## config.mk

```make
export PLATFORM = sky130hd
export DESIGN_NAME = pcm_serial_tx
export DESIGN_NICKNAME = d
export VERILOG_FILES = /design/src/rtl/pcm_audio_pkg.sv /design/src/rtl/pcm_bclk_gen.sv /design/src/rtl/pcm_serial_tx.sv
export SDC_FILE = /design/constraint.sdc
export NUM_CORES = 1
export LEC_CHECK = 0
export CAP_MARGIN = 10
export CORE_AREA = 5 5 124 126
export CTS_CLUSTER_DIAMETER = 150
export DETAILED_ROUTE_END_ITERATION = 8
export DIE_AREA = 0 0 129 131
export SYNTH_ARGS = -nofsm -noshare
export SYNTH_HDL_FRONTEND = slang
export SYNTH_SLANG_ARGS = --single-unit
```

## constraint.sdc

```tcl
create_clock -name mclk -period 4.95 [get_ports mclk]
set_clock_uncertainty 0.15 [all_clocks]
set_input_delay 0.495 -clock mclk [delete_from_list [all_inputs] [get_ports mclk]]
set_output_delay 0.495 -clock mclk [all_outputs]
set_load 0.02 [all_outputs]
```

## src/rtl/pcm_audio_pkg.sv

```systemverilog
// Shared constants and types for the PCM audio transmit path.
package pcm_audio_pkg;

    localparam int unsigned DefWidth     = 16;
    localparam int unsigned DefBitCycles = 4;

    typedef logic [1:0] state_t;

    localparam state_t StIdle  = 2'd0;
    localparam state_t StLeft  = 2'd1;
    localparam state_t StRight = 2'd2;

    typedef logic [DefWidth-1:0] sample_t;

endpackage

```

## src/rtl/pcm_bclk_gen.sv

```systemverilog
// Serial bit clock generator: divides mclk by BIT_CYCLES while enabled, held at phase 0 otherwise.
module pcm_bclk_gen
    import pcm_audio_pkg::*;
#(
    parameter int unsigned BIT_CYCLES = DefBitCycles
) (
    input  logic mclk,
    input  logic reset,
    input  logic en_i,
    output logic sclk_o,
    output logic bit_tick_o
);

    localparam int unsigned CntW = $clog2(BIT_CYCLES);
    localparam logic [CntW-1:0] LastCnt = CntW'(BIT_CYCLES - 1);
    localparam logic [CntW-1:0] HalfCnt = CntW'(BIT_CYCLES / 2);

    logic [CntW-1:0] div_cnt_q, div_cnt_d;

    always_comb begin
        div_cnt_d = div_cnt_q;
        if (!en_i || (div_cnt_q == LastCnt)) begin
            div_cnt_d = '0;
        end else begin
            div_cnt_d = div_cnt_q + 1'b1;
        end
    end

    always_ff @(posedge mclk) begin
        if (reset) begin
            div_cnt_q <= '0;
        end else begin
            div_cnt_q <= div_cnt_d;
        end
    end

    assign sclk_o     = (div_cnt_q >= HalfCnt);
    assign bit_tick_o = en_i && (div_cnt_q == LastCnt);

endmodule

```

## src/rtl/pcm_serial_tx.sv

```systemverilog
// Serial PCM transmitter: one-entry sample buffer, left/right shift FSM, MSB-first output.
// Define PCM_TX_I2S_DELAY_EN for I2S framing (data one bit slot behind ws).
module pcm_serial_tx
    import pcm_audio_pkg::*;
#(
    parameter int unsigned WIDTH      = DefWidth,
    parameter int unsigned BIT_CYCLES = DefBitCycles
) (
    input  logic             mclk,
    input  logic             reset,
    input  logic [WIDTH-1:0] s_left,
    input  logic [WIDTH-1:0] s_right,
    input  logic             s_valid,
    output logic             s_ready,
    output logic             sclk,
    output logic             ws,
    output logic             sdata,
    output logic             underrun
);

    localparam int unsigned IdxW = $clog2(WIDTH);
    localparam logic [IdxW-1:0] LastIdx = IdxW'(WIDTH - 1);

    state_t           state_q, state_d;
    logic             buf_full_q, buf_full_d;
    logic [WIDTH-1:0] buf_l_q, buf_l_d, buf_r_q, buf_r_d;
    logic [WIDTH-1:0] shift_l_q, shift_l_d, shift_r_q, shift_r_d;
    logic [IdxW-1:0]  bit_idx_q, bit_idx_d;
    logic             ws_q, ws_d;
    logic             sdata_q, sdata_d;
    logic             underrun_q, underrun_d;
    logic             bit_tick;

    pcm_bclk_gen #(
        .BIT_CYCLES (BIT_CYCLES)
    ) u_bclk_gen (
        .mclk       (mclk),
        .reset      (reset),
        .en_i       (state_q != StIdle),
        .sclk_o     (sclk),
        .bit_tick_o (bit_tick)
    );

    always_comb begin
        state_d    = state_q;
        buf_full_d = buf_full_q;
        buf_l_d    = buf_l_q;
        buf_r_d    = buf_r_q;
        shift_l_d  = shift_l_q;
        shift_r_d  = shift_r_q;
        bit_idx_d  = bit_idx_q;
        ws_d       = ws_q;
        sdata_d    = sdata_q;
        underrun_d = 1'b0;

        // Transfer and consumption are mutually exclusive: one needs the buffer empty, one full.
        if (s_valid && !buf_full_q) begin
            buf_full_d = 1'b1;
            buf_l_d    = s_left;
            buf_r_d    = s_right;
        end

        unique case (state_q)
            StIdle: begin
                if (buf_full_q) begin
                    state_d    = StLeft;
                    shift_l_d  = buf_l_q;
                    shift_r_d  = buf_r_q;
                    buf_full_d = 1'b0;
                    bit_idx_d  = '0;
                    ws_d       = 1'b0;
                    sdata_d    = buf_l_q[WIDTH-1];
                end
            end
            StLeft: begin
                if (bit_tick) begin
                    if (bit_idx_q == LastIdx) begin
                        state_d   = StRight;
                        bit_idx_d = '0;
                        ws_d      = 1'b1;
                        sdata_d   = shift_r_q[WIDTH-1];
                    end else begin
                        bit_idx_d = bit_idx_q + 1'b1;
                        shift_l_d = shift_l_q << 1;
                        sdata_d   = shift_l_q[WIDTH-2];
                    end
                end
            end
            StRight: begin
                if (bit_tick) begin
                    if (bit_idx_q == LastIdx) begin
                        state_d   = StLeft;
                        bit_idx_d = '0;
                        ws_d      = 1'b0;
                        if (buf_full_q) begin
                            shift_l_d  = buf_l_q;
                            shift_r_d  = buf_r_q;
                            buf_full_d = 1'b0;
                            sdata_d    = buf_l_q[WIDTH-1];
                        end else begin
                            shift_l_d  = '0;
                            shift_r_d  = '0;
                            sdata_d    = 1'b0;
                            underrun_d = 1'b1;
                        end
                    end else begin
                        bit_idx_d = bit_idx_q + 1'b1;
                        shift_r_d = shift_r_q << 1;
                        sdata_d   = shift_r_q[WIDTH-2];
                    end
                end
            end
            default: state_d = StIdle;
        endcase
    end

    always_ff @(posedge mclk) begin
        if (reset) begin
            state_q    <= StIdle;
            buf_full_q <= 1'b0;
            buf_l_q    <= '0;
            buf_r_q    <= '0;
            shift_l_q  <= '0;
            shift_r_q  <= '0;
            bit_idx_q  <= '0;
            ws_q       <= 1'b0;
            sdata_q    <= 1'b0;
            underrun_q <= 1'b0;
        end else begin
            state_q    <= state_d;
            buf_full_q <= buf_full_d;
            buf_l_q    <= buf_l_d;
            buf_r_q    <= buf_r_d;
            shift_l_q  <= shift_l_d;
            shift_r_q  <= shift_r_d;
            bit_idx_q  <= bit_idx_d;
            ws_q       <= ws_d;
            sdata_q    <= sdata_d;
            underrun_q <= underrun_d;
        end
    end

`ifdef PCM_TX_I2S_DELAY_EN
    // One-slot delay: each word's LSB spills into the first slot of the following word.
    logic dly_q;

    always_ff @(posedge mclk) begin
        if (reset) begin
            dly_q <= 1'b0;
        end else if (bit_tick) begin
            dly_q <= sdata_q;
        end
    end

    assign sdata = dly_q;
`else
    assign sdata = sdata_q;
`endif

    assign s_ready  = !buf_full_q;
    assign ws       = ws_q;
    assign underrun = underrun_q;

endmodule

```

==> metrics.yaml, run 1 <==
outcome:
  run_status: "finished, final reports clean"
sta:
  finalMaxSlewViolations: 0
  min_period_over_period_pct: 63.5
  rsz0062_at_grt: "no"
  clock.fmax_ghz: 0.318
  tightest_slew_ns: 0.979
  finalCriticalPeriod_ns: 3.14
  slew_headroom_pct: 34.7
  finalSetupViolations: 0
  timing_hold_violations_final: 0
  tns_ns: 0
worst_setup_path:
  max_stage_delay_ns: 0.65
  rr_startpoint: "state_q[0]$_SDFFE_PP0P_"
  path_max_fanout: 17
  crit_family: "simple AND/OR/NAND/NOR gates"
  worst-setup-path-type: "reg2reg"
  end_kind: "flop"
  worstPathRequired_ns: 4.98
  crit_arrival_ns: 3.17
  cp.buffers_inverters: 1
  slowest_stage: "or2_1"
  r2r_end: "shift_l_q[3]$_SDFFE_PP0P_"
  r2r_cells: 6
  crit_chain: "inv_1 -> ha_1 -> nand4_1 -> o31ai_4 -> or2_1 -> a211oi_1"
  r2r_setup_slack_ns: 1.81
  start_kind: "flop"
place:
  io_buffers: 39
  gp_congestion: 0.779
  hpwl_mm: 5.22
  placed_cells: 575
global_route:
  grt.busiest_layer: "met2"
  use_met2_pct: 15.1
  track_usage_pct: 9.43
  grtUsageMet1_pct: 12.1
  grt_first_pass_wirelength_mm: 12.8
  gr-usage-met3_pct: 3.09
  grt_max_degree: 45
  grt_overflow: 0
  antenna_found_initial: 0
  grt_pass1_vias: 2599
logic_synthesis:
  async_reset_ff_share_pct: 0
  syn-num-nets: 426
  synth_compound_area_share_pct: 24.0
  synth_mux_area_share_pct: 0.914
  synth.area.top_cells: "dfxtp_1 (44%), nand2_1 (7.7%), a21oi_1 (5.6%), nor3_1 (4.2%), a221oi_2 (3.9%)"
  ys_types: 54
  yosysSeqAreaShare_pct: 43.9
  synth_edf_count: 0
  synthCells: 383
  synth_area_sq_um: 3420
  synth_top_cell_area_share_pct: 43.9
  yosys.area.top_type: "dfxtp_1"
  synth_warnings: 0
  synth-seq-cells: 75
  ys.flop_type: "dfxtp_1"
  avgSynthCellArea_sq_um: 8.94
  synth_fa_ha_area_share_pct: 2.92
  synth-xor-area-share_pct: 0
  synthSimpleGateAreaFrac_pct: 22.3
  synth_top_family_by_area: "compound AO/OA/AOI/OAI gates"
clock_tree:
  cts.sinks: 75
  numCtsBuffers: 9
  post-cts-setup-buffers: 0
  worstSkewPairLatency_ns: 0.33
  clk_pin_slew_ns: 0.06
  cts_root_buffer: "clkbuf_16"
  ctsHoldBuffers: 0
  cts_buffer_depth: 2
  htree_levels: 3
  tritoncts: "yes"
  cts_resized: 0
detailed_routing:
  drt-initial-drc-count: 131
  dr.pass1.iters: 6
  postRouteAntennaNets: 0
  drc: 0
  finalWirelength_mm: 7.87
  routed_via_density: 4.66
  wl_per_cell_um: 13.3
  vias: 2755
min_path:
  whs_path_depth: 2
  hp-class: "reg2reg"
  hold_path_end: "shift_r_q[0]$_SDFFE_PP0P_"
  worstHoldStart: "shift_r_q[0]$_SDFFE_PP0P_"
pwr:
  power_mw: 2.21
  vdd.ir_drop.worst_mv: 0.170
  powerDensity_nw_per_um2: 521
  p_leak_nw: 1.49
floorplan:
  fp.dieH_um: 131
  pin_count: 40
  start_util_pct: 24.1
  core_sq_um: 14200
  dieArea_sq_um: 16900
  fp.dieW_um: 129
  num_rows: 44
finish:
  syn_to_final_growth_pct: 23.7
  nNetsFinal: 445
  instances_no_fill: 591
  diodes: 0
  drive_gt1_share_pct: 12.5
flow_run:
  maxCapViolCount: 0
kinds of logic after synthesis:
| group | after synthesis |
|---|---|
| AO/OA/AOI/OAI | 101 |
| adder cells (fa/ha/maj) | 8 |
| buffers and inverters | 41 |
| flip-flops | 75 |
| multiplexers | 3 |
| AND/OR/NAND/NOR | 155 |
cells in the final DEF (no fill, tap or decap), types with 2 or more instances in the layout:
cell type,instances
a221oi_1,6
a211oi_1,6
a22oi_1,15
clkdlybuf4s50_1,38
nand3_1,3
a21oi_1,38
nor2b_1,2
nand2b_1,2
mux2i_1,2
a211o_1,2
bufinv_16,3
a211oi_2,10
ha_1,8
and3_1,2
a221oi_2,9
nor3_2,2
nor3_1,29
inv_1,7
dfxtp_1,75
buf_4,3
inv_6,2
nand2_1,70
clkbuf_16,9
nor2_1,26
o21ai_0,4
nor4_1,3
power by group:
group          internal, mW  switching [mW]  total (mW)
logic                 0.267           0.367       0.634
registers             0.727          0.0824       0.809
clock network         0.510           0.254       0.764
worst max path at each step:
stage                                            to  depth (start not counted)                     from
final                     shift_l_q[3]$_SDFFE_PP0P_                          6  state_q[0]$_SDFFE_PP0P_
after global routing      shift_l_q[4]$_SDFFE_PP0P_                          6  state_q[0]$_SDFFE_PP0P_
after CTS                 shift_l_q[3]$_SDFFE_PP0P_                          6  state_q[0]$_SDFFE_PP0P_
after detailed placement  shift_l_q[3]$_SDFFE_PP0P_                          6  state_q[0]$_SDFFE_PP0P_
after global placement    shift_l_q[0]$_SDFFE_PP0P_                          6  state_q[0]$_SDFFE_PP0P_
after floorplan           shift_r_q[8]$_SDFFE_PP0P_                          9  state_q[0]$_SDFFE_PP0P_
worst reg2reg max path, cell delays in order (launching register included):
cell,delay (ns)
dfxtp_1,0.34
inv_1,0.11
ha_1,0.61
nand4_1,0.34
o31ai_4,0.63
or2_1,0.65
a211oi_1,0.17
layer usage:
metal,share of wire [%],up-vias
met2,47,40
li1,-,1403
met5,0,-
met3,2.7,9
met4,1.6,0
met1,49,1303
flip-flops by register name, indices dropped and copies added (netlist names):
signal / cells
sdata: 1
buf_full_q: 1
shift_r_q: 16
buf_l_q: 16
ws: 1
shift_l_q: 15
state_q: 2
u_bclk_gen.div_cnt_q: 2
underrun: 1
bit_idx_q: 4
buf_r_q: 16
cells in the mapped netlist, drive strengths merged (3+ instances only):
cell type   n
dfxtp      75
nand2      70
a21oi      38
nor3       31
nor2       26
buf        18
a211oi     17
clkbuf     16
a221oi     15
a22oi      15
ha          8
inv         7
o21ai       5
nand2b      4
a211o       3
nand3       3
nor2b       3
nor4        3
per-stage QoR:
step | utilization, % | worst slack [ns] | instance area (sq um) | hold slack, ns
after detailed placement | 27.4 | 1.83 | 3880 | 0.298
after global placement | 27.4 | 1.99 | 3880 | 0.293
after CTS | 29.8 | 1.81 | 4240 | 0.307
after global routing | 29.8 | 1.57 | 4240 | 0.330
after floorplan | - | 2.87 | 3420 | 0.282
final | 29.8 | 1.81 | 4240 | 0.304
cell type report:
| type | instances | area (sq um) |
|---|---|---|
| Multi-Input combinational cell | 267 | 1720 |
| Fill cell | 1475 | 9970 |
| Timing Repair Buffer | 42 | 408 |
| Sequential cell | 75 | 1500 |
| Tap cell | 184 | 230 |
| Clock inverter | 5 | 108 |
| Clock buffer | 11 | 243 |
| Inverter | 7 | 26.3 |
No activity file was read; power rests on OpenSTA's default activity.
==> inputs of run 2 (changes only) <==
- clock period: 4.95 -> 2.6 ns (I/O delays scaled with it)
==> run 2 against run 1 <==
Critical path depth increased by 1. Hold slack lost 0.080 ns. Power grew 83%. Routed wire length rose by 1.9%. First-iteration DRC count shrank 6.1%. Non-clock buffer count grew 12. Combinational power increased by 99%. Sequential cell count stayed put. Design area grew 1.1%. Via count rose by 3.8%. Highest routed layer unchanged.
==> metrics.yaml, run 2 (synthesis results as in run 1) <==
outcome:
  run_status: "finished, final reports clean"
detailed_routing:
  drc: 0  # unchanged
  routed_via_density: 4.75  # +2.0%
  dr.pass1.iters: 4  # -2
  finalWirelength_mm: 8.02  # +1.9%
  drt-initial-drc-count: 123  # -6.1%
  wl_per_cell_um: 13.3  # about the same
  vias: 2861  # +3.8%
  postRouteAntennaNets: 0  # unchanged
floorplan:
  fp.dieW_um: 129  # unchanged
  dieArea_sq_um: 16900  # unchanged
  start_util_pct: 24.1  # unchanged
  pin_count: 40  # unchanged
  num_rows: 44  # unchanged
  fp.dieH_um: 131  # unchanged
  core_sq_um: 14200  # unchanged
worst_setup_path:
  worstPathRequired_ns: 2.67  # -2.31 ns
  start_kind: "flop"
  rr_startpoint: "state_q[0]$_SDFFE_PP0P_"
  r2r_cells: 7  # +1
  cp-endpoint: "shift_r_q[1]$_SDFFE_PP0P_"
  end_kind: "flop"
  worst-setup-path-type: "reg2reg"
  crit_start: "state_q[0]$_SDFFE_PP0P_"
  path_max_fanout: 16  # -1
  r2r_setup_slack_ns: 0.34  # -1.46 ns
  r2r_end: "shift_r_q[1]$_SDFFE_PP0P_"
  crit_arrival_ns: 2.33  # -0.84 ns
finish:
  layout.cells.most_common: "dfxtp_1"
  drive_gt1_share_pct: 14.8  # +2.3 points
  reg_top3: "buf_l_q (16), buf_r_q (16), shift_r_q (16)"
  diodes: 0  # unchanged
  fin_util_pct: 30.1  # +0.33 points
  final_cell_mix: "dfxtp_1 (75), nand2_1 (70), a21oi_1 (38), clkdlybuf4s50_1 (38), nor3_1 (29)"
  nNetsFinal: 457  # +2.7%
  fillers: 1499  # +1.6%
  syn_to_final_growth_pct: 25.1
sta:
  slew_headroom_pct: 61.7  # +27 points
  min_period_over_period_pct: 86.9  # +23 points
  tightest_slew_ns: 0.575  # -0.405 ns
  finalSetupViolations: 0  # unchanged
  finalCriticalPeriod_ns: 2.26  # -0.885 ns
  timing_hold_violations_final: 0  # unchanged
  rsz0062_at_grt: "no"
  tns_ns: 0  # unchanged
  finalMaxSlewViolations: 0  # unchanged
  clock.fmax_ghz: 0.443  # +39%
min_path:
  hp-class: "in2reg"
  worstHoldStart: "reset"
  whs_path_depth: 2  # unchanged
place:
  hpwl_mm: 5.63  # +7.8%
  gp_congestion: 0.819  # +5.1%
  io_buffers: 39  # unchanged
pwr:
  p_leak_nw: 1.52  # +2.4%
  powerDensity_nw_per_um2: 942  # +81%
  vdd.ir_drop.worst_mv: 0.248  # +46%
global_route:
  grt_overflow: 0  # unchanged
  antenna_found_initial: 0  # unchanged
  grt_max_degree: 42  # -6.7%
  grt_first_pass_wirelength_mm: 13.2  # +3.5%
  track_usage_pct: 9.80  # +0.37 points
  grt_pass1_vias: 2818  # +8.4%
flow_run:
  maxCapViolCount: 0  # unchanged
clock_tree:
  cts_root_buffer: "clkbuf_16"
  cts.sinks: 75  # unchanged
  numCtsBuffers: 9  # unchanged
  tritoncts: "yes"
  ctsHoldBuffers: 0  # unchanged
  htree_levels: 3  # unchanged
  cts_buffer_depth: 2  # unchanged
  post-cts-setup-buffers: 0  # unchanged
  cts_resized: 0  # unchanged
  worstSkewPairLatency_ns: 0.34  # about the same
  clk_pin_slew_ns: 0.06  # about the same
-- run 2: cell count changes in the layout (fill, tap and decap cells not counted), sizes merged --
cell | previous run | this run
clkinvlp | 0 | 1
buf | 4 | 16
clkinv | 0 | 2
inv | 9 | 7
bufinv | 3 | 1
-- run 2: worst max-delay path: stages (launching register included) --
cell	delay, ns
dfxtp_1	0.39
inv_1	0.11
ha_1	0.35
nor2b_1	0.19
buf_4	0.19
a211o_4	0.42
a221oi_1	0.24
nor3_1	0.09
-- run 2: metrics by stage --
| stage | instances | instance area (sq um) | hold slack [ns] | worst slack, ns | power, mW |
|---|---|---|---|---|---|
| after floorplan | 383 | 3420 | 0.246 | 0.523 | 2.54 |
| after global placement | 587 | 3990 | 0.294 | 0.489 | 2.77 |
| after detailed placement | 587 | 3990 | 0.297 | 0.389 | 2.82 |
| after CTS | 602 | 4280 | 0.228 | 0.360 | 4.07 |
| after global routing | 602 | 4280 | 0.243 | 0.237 | 4.28 |
| final | 602 | 4280 | 0.224 | 0.340 | 4.04 |
-- run 2: worst min-delay path by stage --
stage	end	slack (ns)
2_1_floorplan	buf_l_q[0]$_SDFFE_PP0P_	0.25
6_report	buf_l_q[8]$_SDFFE_PP0P_	0.22
4_1_cts	buf_l_q[7]$_SDFFE_PP0P_	0.23
3_5_place_dp	shift_r_q[0]$_SDFFE_PP0P_	0.30
5_1_grt	buf_l_q[0]$_SDFFE_PP0P_	0.24
3_3_place_gp	shift_r_q[0]$_SDFFE_PP0P_	0.29
-- run 2: final cells by class --
cell class                 instances  area (sq um)  share of cell area, %
tap                              184           230                   5.38
multi-input combinational        267          1720                   40.2
inverter                           7          26.3                  0.614
sequential                        75          1500                   35.1
clock buffer                      11           243                   5.67
timing repair buffer              54           510                   11.9
clock inverter                     4          51.3                   1.20
-- run 2: routing by layer --
| layer | global-route usage [%] | share of wire, % |
|---|---|---|
| met1 | 11.9 | 47 |
| met2 | 15.9 | 47 |
| met3 | 3.54 | 4.5 |
| met4 | 3.64 | 1.9 |
| met5 | 0 | 0 |
-- run 2: power by group --
part           switching, mW  internal (mW)  leakage [nW]
logic                  0.706          0.553         0.768
clock network          0.466          0.763         0.142
registers              0.163           1.38         0.614
total                   1.33           2.70          1.52
